<file path="config.mk">
export PLATFORM = sky130hd
export DESIGN_NAME = multi_cycle_ctrl_flat
export DESIGN_NICKNAME = d
export VERILOG_FILES = /design/src/rtl/ctrl_pkg.sv /design/src/rtl/multi_cycle_ctrl_if.sv /design/src/rtl/ctrl_decode.sv /design/src/rtl/multi_cycle_ctrl.sv /design/src/flat_wrapper.sv
export SDC_FILE = /design/constraint.sdc
export NUM_CORES = 1
export LEC_CHECK = 0
export CORE_MARGIN = 2
export CORE_UTILIZATION = 39
export DETAILED_ROUTE_END_ITERATION = 10
export GPL_ROUTABILITY_DRIVEN = 0
export PLACE_DENSITY = 0.84
export SLEW_MARGIN = 20
export SYNTH_ARGS = -nofsm -noshare
export SYNTH_HDL_FRONTEND = slang
export SYNTH_SLANG_ARGS = --single-unit
</file>
<file path="constraint.sdc">
create_clock -name clk -period 2.1 [get_ports clk]
set_input_delay 0.42 -clock clk [delete_from_list [all_inputs] [get_ports clk]]
set_output_delay 0.42 -clock clk [all_outputs]
set_load 0.01 [all_outputs]
</file>
<file path="src/rtl/ctrl_pkg.sv">
// Shared encodings for the multi-cycle RV32I control path: FSM states, instruction
// classes, datapath mux selects, ALU op codes and base opcodes.
package ctrl_pkg;

    // FSM state encodings, kept as plain constants for legacy netlists and probes
    typedef logic [2:0] state_t;
    localparam state_t S_IF   = 3'd0;
    localparam state_t S_ID   = 3'd1;
    localparam state_t S_EX   = 3'd2;
    localparam state_t S_MEM  = 3'd3;
    localparam state_t S_WB   = 3'd4;
    localparam state_t S_TRAP = 3'd5;

    typedef enum logic [3:0] {
        C_R      = 4'd0,
        C_IALU   = 4'd1,
        C_LOAD   = 4'd2,
        C_STORE  = 4'd3,
        C_BRANCH = 4'd4,
        C_JAL    = 4'd5,
        C_JALR   = 4'd6,
        C_LUI    = 4'd7,
        C_AUIPC  = 4'd8
    } class_e;

    localparam logic [1:0] SRC1_ZERO = 2'b00;
    localparam logic [1:0] SRC1_PC   = 2'b01;
    localparam logic [1:0] SRC1_RS1  = 2'b10;

    localparam logic [1:0] SRC2_IMM  = 2'b00;
    localparam logic [1:0] SRC2_RS2  = 2'b01;
    localparam logic [1:0] SRC2_FOUR = 2'b10;

    localparam logic [1:0] WB_ALU  = 2'b00;
    localparam logic [1:0] WB_LOAD = 2'b01;
    localparam logic [1:0] WB_PC4  = 2'b10;

    localparam logic PC_SRC_PLUS4 = 1'b0;
    localparam logic PC_SRC_ALU   = 1'b1;

    localparam logic [3:0] ALU_ADD  = 4'd0;
    localparam logic [3:0] ALU_SUB  = 4'd1;
    localparam logic [3:0] ALU_SLL  = 4'd2;
    localparam logic [3:0] ALU_SLT  = 4'd3;
    localparam logic [3:0] ALU_SLTU = 4'd4;
    localparam logic [3:0] ALU_XOR  = 4'd5;
    localparam logic [3:0] ALU_SRL  = 4'd6;
    localparam logic [3:0] ALU_SRA  = 4'd7;
    localparam logic [3:0] ALU_OR   = 4'd8;
    localparam logic [3:0] ALU_AND  = 4'd9;

    localparam logic [6:0] OPC_LUI    = 7'b0110111;
    localparam logic [6:0] OPC_AUIPC  = 7'b0010111;
    localparam logic [6:0] OPC_JAL    = 7'b1101111;
    localparam logic [6:0] OPC_JALR   = 7'b1100111;
    localparam logic [6:0] OPC_BRANCH = 7'b1100011;
    localparam logic [6:0] OPC_LOAD   = 7'b0000011;
    localparam logic [6:0] OPC_STORE  = 7'b0100011;
    localparam logic [6:0] OPC_OP_IMM = 7'b0010011;
    localparam logic [6:0] OPC_OP     = 7'b0110011;

    // alt selects SUB over ADD and SRA over SRL (funct7[5])
    function automatic logic [3:0] alu_funct(input logic [2:0] funct3, input logic alt);
        logic [3:0] op;
        op = ALU_ADD;
        case (funct3)
            3'b000:  op = alt ? ALU_SUB : ALU_ADD;
            3'b001:  op = ALU_SLL;
            3'b010:  op = ALU_SLT;
            3'b011:  op = ALU_SLTU;
            3'b100:  op = ALU_XOR;
            3'b101:  op = alt ? ALU_SRA : ALU_SRL;
            3'b110:  op = ALU_OR;
            default: op = ALU_AND;
        endcase
        return op;
    endfunction

endpackage

</file>
<file path="src/rtl/multi_cycle_ctrl_if.sv">
// Bundle between the control FSM and the datapath/memory side.
// Handshake: a request stays high until the cycle ready is seen with it; that cycle completes the transfer.
interface multi_cycle_ctrl_if;
    logic [31:0] inst;
    logic        br_cond;
    logic        imem_rdy;
    logic        dmem_rdy;
    logic        imem_req;
    logic        dmem_req;
    logic        dmem_we;
    logic        ir_we;
    logic [1:0]  alu_src1_sel;
    logic [1:0]  alu_src2_sel;
    logic [3:0]  alu_op;
    logic        alu_out_we;
    logic        rf_we;
    logic [1:0]  wb_sel;
    logic        pc_we;
    logic        pc_src_sel;
    logic        retire;
    logic        illegal;

    modport master (
        input  inst, br_cond, imem_rdy, dmem_rdy,
        output imem_req, dmem_req, dmem_we, ir_we, alu_src1_sel, alu_src2_sel, alu_op,
               alu_out_we, rf_we, wb_sel, pc_we, pc_src_sel, retire, illegal
    );

    modport slave (
        output inst, br_cond, imem_rdy, dmem_rdy,
        input  imem_req, dmem_req, dmem_we, ir_we, alu_src1_sel, alu_src2_sel, alu_op,
               alu_out_we, rf_we, wb_sel, pc_we, pc_src_sel, retire, illegal
    );
endinterface

</file>
<file path="src/rtl/ctrl_decode.sv">
// Combinational RV32I decoder: instruction word to class, ALU op and legality.
module ctrl_decode
    import ctrl_pkg::*;
(
    input  logic [31:0] inst,
    output class_e      cls,
    output logic [3:0]  op,
    output logic        legal
);
    logic [6:0] opcode;
    logic [2:0] funct3;
    logic [6:0] funct7;
    logic       unused_fields;

    assign opcode = inst[6:0];
    assign funct3 = inst[14:12];
    assign funct7 = inst[31:25];
    assign unused_fields = ^{inst[24:15], inst[11:7]};

    always_comb begin
        cls   = C_R;
        op    = ALU_ADD;
        legal = 1'b0;
        case (opcode)
            OPC_OP: begin
                cls   = C_R;
                op    = alu_funct(funct3, funct7[5]);
                legal = (funct7 == 7'h00) ||
                        ((funct7 == 7'h20) && ((funct3 == 3'b000) || (funct3 == 3'b101)));
            end
            OPC_OP_IMM: begin
                cls = C_IALU;
                // only the shift-right immediate uses funct7[5]; ADDI has no subtract form
                op  = alu_funct(funct3, (funct3 == 3'b101) && funct7[5]);
                if (funct3 == 3'b001)
                    legal = (funct7 == 7'h00);
                else if (funct3 == 3'b101)
                    legal = (funct7 == 7'h00) || (funct7 == 7'h20);
                else
                    legal = 1'b1;
            end
            OPC_LOAD: begin
                cls   = C_LOAD;
                legal = (funct3 != 3'b011) && (funct3 != 3'b110) && (funct3 != 3'b111);
            end
            OPC_STORE: begin
                cls   = C_STORE;
                legal = (funct3 == 3'b000) || (funct3 == 3'b001) || (funct3 == 3'b010);
            end
            OPC_BRANCH: begin
                cls   = C_BRANCH;
                legal = (funct3 != 3'b010) && (funct3 != 3'b011);
            end
            OPC_JAL: begin
                cls   = C_JAL;
                legal = 1'b1;
            end
            OPC_JALR: begin
                cls   = C_JALR;
                legal = (funct3 == 3'b000);
            end
            OPC_LUI: begin
                cls   = C_LUI;
                legal = 1'b1;
            end
            OPC_AUIPC: begin
                cls   = C_AUIPC;
                legal = 1'b1;
            end
            default: begin
                cls   = C_R;
                legal = 1'b0;
            end
        endcase
    end
endmodule

</file>
<file path="src/rtl/multi_cycle_ctrl.sv">
// Main control FSM of the multi-cycle RV32I core: fetch, decode, execute, memory,
// writeback, plus a sticky trap on illegal instructions.
module multi_cycle_ctrl
    import ctrl_pkg::*;
#(
    parameter state_t RESET_STATE = S_IF
) (
    input  logic                 clk,
    input  logic                 rst,
    multi_cycle_ctrl_if.master   bus,
    output logic [2:0]           state_dbg
);
    state_t     state_r;
    state_t     state_nx;
    class_e     cls_r;
    logic [3:0] op_r;
    logic       take_r;
    logic       illegal_r;

    class_e     dec_cls;
    logic [3:0] dec_op;
    logic       dec_legal;

    ctrl_decode u_decode (
        .inst  (bus.inst),
        .cls   (dec_cls),
        .op    (dec_op),
        .legal (dec_legal)
    );

    assign state_dbg = state_r;

    always_comb begin
        state_nx = state_r;
        case (state_r)
            S_IF:    if (bus.imem_rdy) state_nx = S_ID;
            S_ID:    state_nx = dec_legal ? S_EX : S_TRAP;
            S_EX:    state_nx = ((cls_r == C_LOAD) || (cls_r == C_STORE)) ? S_MEM : S_WB;
            S_MEM:   if (bus.dmem_rdy) state_nx = S_WB;
            S_WB:    state_nx = S_IF;
            S_TRAP:  state_nx = S_TRAP;
            default: state_nx = RESET_STATE;
        endcase
    end

    always_ff @(posedge clk or posedge rst) begin
        if (rst) begin
            state_r   <= RESET_STATE;
            cls_r     <= C_R;
            op_r      <= ALU_ADD;
            take_r    <= 1'b0;
            illegal_r <= 1'b0;
        end else begin
            state_r <= state_nx;
            if (state_r == S_ID) begin
                cls_r <= dec_cls;
                op_r  <= dec_op;
                if (!dec_legal)
                    illegal_r <= 1'b1;
            end
            if ((state_r == S_EX) && (cls_r == C_BRANCH))
                take_r <= bus.br_cond;
        end
    end

    // Outputs are forced low while rst is high so a held reset issues no request
    always_comb begin
        bus.imem_req     = 1'b0;
        bus.dmem_req     = 1'b0;
        bus.dmem_we      = 1'b0;
        bus.ir_we        = 1'b0;
        bus.alu_src1_sel = SRC1_ZERO;
        bus.alu_src2_sel = SRC2_IMM;
        bus.alu_op       = ALU_ADD;
        bus.alu_out_we   = 1'b0;
        bus.rf_we        = 1'b0;
        bus.wb_sel       = WB_ALU;
        bus.pc_we        = 1'b0;
        bus.pc_src_sel   = PC_SRC_PLUS4;
        bus.retire       = 1'b0;
        bus.illegal      = illegal_r;
        if (!rst) begin
            case (state_r)
                S_IF: begin
                    bus.imem_req = 1'b1;
                    bus.ir_we    = bus.imem_rdy;
                end
                S_EX: begin
                    bus.alu_out_we = 1'b1;
                    case (cls_r)
                        C_R: begin
                            bus.alu_src1_sel = SRC1_RS1;
                            bus.alu_src2_sel = SRC2_RS2;
                            bus.alu_op       = op_r;
                        end
                        C_IALU: begin
                            bus.alu_src1_sel = SRC1_RS1;
                            bus.alu_op       = op_r;
                        end
                        C_LOAD, C_STORE, C_JALR: bus.alu_src1_sel = SRC1_RS1;
                        C_BRANCH, C_JAL, C_AUIPC: bus.alu_src1_sel = SRC1_PC;
                        default: bus.alu_src1_sel = SRC1_ZERO;
                    endcase
                end
                S_MEM: begin
                    bus.dmem_req = 1'b1;
                    bus.dmem_we  = (cls_r == C_STORE);
                end
                S_WB: begin
                    bus.pc_we  = 1'b1;
                    bus.retire = 1'b1;
                    bus.rf_we  = (cls_r != C_STORE) && (cls_r != C_BRANCH);
                    if (cls_r == C_LOAD)
                        bus.wb_sel = WB_LOAD;
                    else if ((cls_r == C_JAL) || (cls_r == C_JALR))
                        bus.wb_sel = WB_PC4;
                    if ((cls_r == C_JAL) || (cls_r == C_JALR) || ((cls_r == C_BRANCH) && take_r))
                        bus.pc_src_sel = PC_SRC_ALU;
                end
                default: ;
            endcase
        end
    end
endmodule

</file>
<file path="src/flat_wrapper.sv">
// flat-port wrapper written by rule: the top's interface ports become plain ports
module multi_cycle_ctrl_flat import ctrl_pkg::*;
#(
    parameter state_t RESET_STATE = S_IF
)
  (clk, rst, state_dbg, bus_inst, bus_br_cond, bus_imem_rdy, bus_dmem_rdy, bus_imem_req, bus_dmem_req, bus_dmem_we, bus_ir_we, bus_alu_src1_sel, bus_alu_src2_sel, bus_alu_op, bus_alu_out_we, bus_rf_we, bus_wb_sel, bus_pc_we, bus_pc_src_sel, bus_retire, bus_illegal);
  multi_cycle_ctrl_if bus_i ();
  input  logic clk;
  input  logic rst;
  output logic [2:0] state_dbg;
  input wire logic [$bits(bus_i.inst)-1:0] bus_inst;
  input wire logic [$bits(bus_i.br_cond)-1:0] bus_br_cond;
  input wire logic [$bits(bus_i.imem_rdy)-1:0] bus_imem_rdy;
  input wire logic [$bits(bus_i.dmem_rdy)-1:0] bus_dmem_rdy;
  output wire logic [$bits(bus_i.imem_req)-1:0] bus_imem_req;
  output wire logic [$bits(bus_i.dmem_req)-1:0] bus_dmem_req;
  output wire logic [$bits(bus_i.dmem_we)-1:0] bus_dmem_we;
  output wire logic [$bits(bus_i.ir_we)-1:0] bus_ir_we;
  output wire logic [$bits(bus_i.alu_src1_sel)-1:0] bus_alu_src1_sel;
  output wire logic [$bits(bus_i.alu_src2_sel)-1:0] bus_alu_src2_sel;
  output wire logic [$bits(bus_i.alu_op)-1:0] bus_alu_op;
  output wire logic [$bits(bus_i.alu_out_we)-1:0] bus_alu_out_we;
  output wire logic [$bits(bus_i.rf_we)-1:0] bus_rf_we;
  output wire logic [$bits(bus_i.wb_sel)-1:0] bus_wb_sel;
  output wire logic [$bits(bus_i.pc_we)-1:0] bus_pc_we;
  output wire logic [$bits(bus_i.pc_src_sel)-1:0] bus_pc_src_sel;
  output wire logic [$bits(bus_i.retire)-1:0] bus_retire;
  output wire logic [$bits(bus_i.illegal)-1:0] bus_illegal;
  assign bus_i.inst = bus_inst;
  assign bus_i.br_cond = bus_br_cond;
  assign bus_i.imem_rdy = bus_imem_rdy;
  assign bus_i.dmem_rdy = bus_dmem_rdy;
  assign bus_imem_req = bus_i.imem_req;
  assign bus_dmem_req = bus_i.dmem_req;
  assign bus_dmem_we = bus_i.dmem_we;
  assign bus_ir_we = bus_i.ir_we;
  assign bus_alu_src1_sel = bus_i.alu_src1_sel;
  assign bus_alu_src2_sel = bus_i.alu_src2_sel;
  assign bus_alu_op = bus_i.alu_op;
  assign bus_alu_out_we = bus_i.alu_out_we;
  assign bus_rf_we = bus_i.rf_we;
  assign bus_wb_sel = bus_i.wb_sel;
  assign bus_pc_we = bus_i.pc_we;
  assign bus_pc_src_sel = bus_i.pc_src_sel;
  assign bus_retire = bus_i.retire;
  assign bus_illegal = bus_i.illegal;
  multi_cycle_ctrl #(.RESET_STATE(RESET_STATE)) u_core (.clk(clk), .rst(rst), .bus(bus_i), .state_dbg(state_dbg));
endmodule
</file>
Word level (Yosys, flattened, before mapping)
Index checks and enable logic that the tools add are counted.

$add $sub $neg: 0. Multiply operators: 0. Div/mod/pow operators: 0. Order comparisons: 0. Eq/ne operators: 36. Shift-type cells: 0. Muxes and demuxes: 46. Bitwise gates (word level): 1. Reductions and logical operators: 26.

Operator list (number): $pmux 4 s7 (2); $pmux 4 s8 (1); $eq 7x6->1 const B (4); $mux 1 (24); $eq 7x7->1 const B (3); $mux 2 (8); $eq 3x3->1 const B (5); $pmux 3 s5 (1); $eq 7x5->1 const B (2); $eq 3x2->1 const B (4); $eq 4x3->1 const B (3); $mux 3 (4); $mux 4 (3); $eq 4x2->1 const B (2); $logic_and 1x1->1 (8); $logic_or 1x1->1 (8); $pmux 4 s2 (1); $eq 7x2->1 const B (1); $logic_not 7->1 (1); $pmux 1 s7 (1); $eq 3x1->1 const B (2); $logic_not 3->1 (2); $ne 3x2->1 const B (2); $ne 3x3->1 const B (2); 12 further kinds (15).

Register bits: 13. Bits in latches: 0. RAM bits: 0. ROM bits: 0. Input bits: 37. Output and inout bits: 23. Memories: 0.

Logic depth before layout (Yosys ltp)
Depth in word-level cells: 7. Depth in mapped cells: 6. Gate-level depth less buffers: 5.

Cells and area by module
A second synthesis with hierarchy kept.

Cell total of the unflattened synthesis: 138. Area total of the unflattened synthesis: 1206.2 um^2.

By module, submodules not included: multi_cycle_ctrl (times used 1, cells each 82, area each 848.3 um^2, seq. area each 325.3 um^2); ctrl_decode (times used 1, cells each 56, area each 357.8 um^2, seq. area each 0.0 um^2).

Worst setup path after synthesis
Ideal clock, no wire load.

Kind: flip-flop to output port. Start point: reg u_core.state_r[0] (netlist: u_core.state_dbg[0]). End point: out bus_pc_src_sel. Arrival time: 1.813 ns. Path slack: -0.133 ns. Stages on the path, launching flop included: 5. Cell sequence: dfrtp_1 -> clkbuf_1 -> nor4_1 -> nand2_1 -> nor3b_1.

Cells in the longest elaborated chain, start to end: 3.

Ends and longest elaborated chain: from (decl) (RTL line multi_cycle_ctrl.sv:13) `state_t state_r;`; from (signal assigned) (RTL line multi_cycle_ctrl.sv:54) `state_r <= state_nx;`; $eq 3x3->1 (RTL line multi_cycle_ctrl.sv:83) `case (state_r)`; $mux 1 (RTL line multi_cycle_ctrl.sv:83); $mux 1 (RTL line multi_cycle_ctrl.sv:82) `if (!rst) begin`; to (decl) (RTL line flat_wrapper.sv:26) `output wire logic [$bits(bus_i.pc_src_sel)-1:0] bus_pc_src_sel;`.

No other way between the ends.

Final worst setup path
Start point: reg u_core.state_r[2] (netlist: u_core.state_dbg[2]). End point: out bus_alu_op[2].

Cells in the longest elaborated chain, start to end: 3.

Ends and longest elaborated chain: $eq 3x2->1 (RTL line multi_cycle_ctrl.sv:83); $mux 4 (RTL line multi_cycle_ctrl.sv:83); $mux 4 (RTL line multi_cycle_ctrl.sv:82); to (decl) (RTL line flat_wrapper.sv:21) `output wire logic [$bits(bus_i.alu_op)-1:0] bus_alu_op;`.

No other way between the ends.

==> results.md <==
- Die Outline Area: between 3000 and 4000 um2
- Worst Max-Slew Pin Slew: between 0.5 and 0.6 ns
- Total number of placement rows: 19
- Share of layout cells above drive strength 1: 30.7%
- Delay of the slowest cell on the worst path: ~0.42 ns
- H-tree lvl count: 1
- Max Transition Viols Final: 0
- First-pass GRT wire length: about 5.0 mm
- Post-Syn Nets: approximately 180
- Crit share post-route: between 90% and 100%
- Worst VDD drop: ~0.00045 V
- Routed length per placed instance: ~13 um
- Number of library cell types mapped by synthesis: between 40 and 50
- Category of the worst setup path launch point: flop
- Number of global-route vias before repair: between 1000 and 1500
- Clk sinks: 13
- Fin nets: 240
- Detail-routed via count per cell: roughly 5.5
- Source-to-sink clock delay at the later pin of the worst-skew pair: 0.29 ns
- CTS tree: yes
- Pre-CTS setup slack: -0.417 ns
- Count of flip-flops with a built-in enable after synthesis: 0
- Critical path, cell by cell: nor2_2 > nand2_2 > nor4_4 > buf_4 > and2_1 > clkdlybuf4s15_1
- Global-route congestion overflow total: 0
- Proportion of synthesized area in mux cells: between 2 and 3%
- Core area: approximately 2700 um2
- Sequential cell area: 329 um2
- Count of yosys warnings during synthesis: 0
- Final Setup Violations: 0
- Filler Cell Count: around 230
- Element type at the critical path end: primary output
- Number of non-filler instances in the completed layout: 233
- Post-synthesis instance area: roughly 1100 um2
- Power per cell area: around 600 nW/um2
- Pin count of the biggest net entering global routing: 16
- Number of buffers created by CTS: 3
- Chip width: 57.4 um
- Flip-flop cell with the highest count after synthesis: sky130_fd_sc_hd__dfrtp_1
- I/O pin cnt: 60
- Number of antenna violations at the first check in global routing: 0
- Layout overhead on the synthesized area: 60.4%
- Proportion of synthesized chip area in sequential cells: between 20% and 30%
- Initial Util: approximately two fifths
- Required time reported for the critical path endpoint: between 1.5 and 2 ns
- Fraction of the mapped netlist area in compound gates: 22.2%
- Max-cap violation count: 0
- Basic-gate share of the synthesized area counting and, or, nand and nor cells: a little over a third
- Most frequent cells in the layout: 24 x sky130_fd_sc_hd__clkdlybuf4s50_1, 21 x sky130_fd_sc_hd__buf_4, 14 x sky130_fd_sc_hd__nand2_1
- Largest fanout on the critical path: 4
- Routed via count: roughly 1300
- Fraction of synthesized cell area in xor and xnor cells: ~2.4%
- Setup repair after global routing missed its margin: true
- Most common cell after layout, fill and taps aside: sky130_fd_sc_hd__clkdlybuf4s50_1
- Antenna viol nets, final: 0
- Data arrival time of the critical path: around 1.7 ns
- Iteration-0 DRC count of the detailed router: 28
- IO Port Bufs: 43
- Dominant combinational cell family by area after synthesis: simple AND/OR/NAND/NOR gates
- Clk buf depth: 2
- Count of state elements after synthesis: 13
- Reg-to-reg slack, setup: between 0.4 and 0.5 ns
- Post-CTS clock slew at the launch and capture registers of the worst setup and hold paths: around 0.09 ns
- Area occupied by multi-input gates: between 700 and 800 um2
- CTS root buffer: sky130_fd_sc_hd__clkbuf_4
- Detailed-routing iteration count for the pre-antenna-repair pass: 4
- Worst slew margin: between 60 and 70%
- Category of cells accounting for the largest share of critical-path delay: simple AND/OR/NAND/NOR gates
- Hold-fix buffers, CTS: 0
- Static leakage power: around 0.8 nW
- Residual DRC count: 0
- Total buffers and inverters traversed by the critical path: 2
- Final hold violations: 0
- Worst min path class: in2async
- Gate count of the mapped netlist: 142
- Post-route setup slack: slightly above 0.03 ns
- Cell count after placement: approximately 220
- Result of the run: completed
- Fmax achieved: ~0.48 GHz
- Number of antenna cells inserted: 0
- Proportion of synthesized flip-flops having asynchronous set or reset: between 90% and 100%
- Cell with the largest stage delay on the worst path: sky130_fd_sc_hd__dfrtp_1
- Routed Wire Length: roughly 3 mm
- Crit path kind: reg2out
- Share of synthesized cell area in full adder, half adder and majority cells: 0%
- Time the final worst path needs with I/O delays and setup: ~2.1 ns
- Detailed Place HPWL: ~2.4 mm
- Setup clock skew after layout: around 0.010 ns
- Syn Area/Cell: slightly below 8 um2
- Die outline height: 57.4 um
- Aggregate global-route resource usage: between 10% and 20%
[report_power, final]
part           total [W]  switching (W)  internal [W]
combinational   0.000512       0.000252      0.000261
sequential      0.000426       0.000110      0.000316
clock           0.000161      0.0000898     0.0000711
total            0.00110       0.000452      0.000648
[metal layers]
metal,vias up,global-route usage [%],wire length [um]
met5,-,0,0
li1,630,-,-
met4,0,10.3,59
met3,5,1.59,193
met2,48,34.9,1600
met1,598,20.5,1210
[per-stage QoR]
step	total power (W)	util [%]	setup TNS, ns	hold slack, ns	cell area [um2]
finish	0.00110	65.4	0	0.439	1790
global route	0.00117	65.4	-0.152	0.492	1790
CTS	0.00105	63.4	-0.0699	0.459	1730
detailed placement	0.000847	61.3	-5.31	0.459	1680
global placement	0.000819	61.3	-5.15	0.451	1680
floorplan	0.000653	-	0	0.297	1120
[sequential cells by signal, summed over array words and instances, names as in the netlist]
signal	count
u_core.cls_r	4
u_core.state_dbg	3
u_core.bus.illegal	1
u_core.take_r	1
u_core.op_r	4
[cells in the mapped netlist (all sizes together) (3+ instances only)]
cell type	number	share of area [%]
nor2	11	3.7
nor3	4	1.8
nor3b	3	2.0
a211oi	3	2.0
nand2	17	5.7
a21oi	5	2.2
and2	5	2.8
buf	6	3.7
inv	3	1.0
nor4	5	2.8
a21o	3	2.0
o21ai	5	2.2
o31ai	6	4.0
nor2b	6	3.4
nand3	3	1.8
nand2b	8	4.5
and3	3	1.8
dfrtp	13	29
xor2	3	2.4
clkbuf	6	2.0
[cell type report]
class,count,share of cell area [%]
Multi-Input combinational cell,114,44.3
Timing Repair Buffer,68,33.0
Sequential cell,13,18.4
Tap cell,31,2.17
Clock buffer,3,1.26
Inverter,3,0.630
Clock inverter,1,0.280
[worst min-delay path, cell delays in order]
cell and delay [ns]:
sky130_fd_sc_hd__dlygate4sd2_1 0.26, sky130_fd_sc_hd__buf_6 0.14, sky130_fd_sc_hd__inv_1 0.36
[worst paths after layout]
path	cells past startpoint	start	to
max in group asynchronous	3	rst	u_core.cls_r[0]
max reg2reg	6	u_core.state_dbg[0]	u_core.op_r[0]
min	3	rst	u_core.state_dbg[0]
min reg2reg	1	u_core.op_r[0]	u_core.op_r[0]
min in group clk	1	u_core.op_r[0]	u_core.op_r[0]
max	6	u_core.state_dbg[2]	bus_alu_op[2]
[kinds of logic (layout without fill, tap and decap cells)]
logic type	after synthesis	count (layout)
AO/OA/AOI/OAI	35	35
buffers and inverters	15	75
other	1	1
flip-flops	13	13
multiplexers	3	3
XOR/XNOR	3	3
AND/OR/NAND/NOR	72	72
[what timing repair did]
| action | in CTS | in global routing |
|---|---|---|
| setup endpoints to repair | 18 | 11 |
| cloned | 0 | 0 |
| setup buffers | 5 | 1 |
| pin swaps | 3 | 3 |
| resized for setup | 53 | 16 |
No activity file was read; power rests on OpenSTA's default activity.
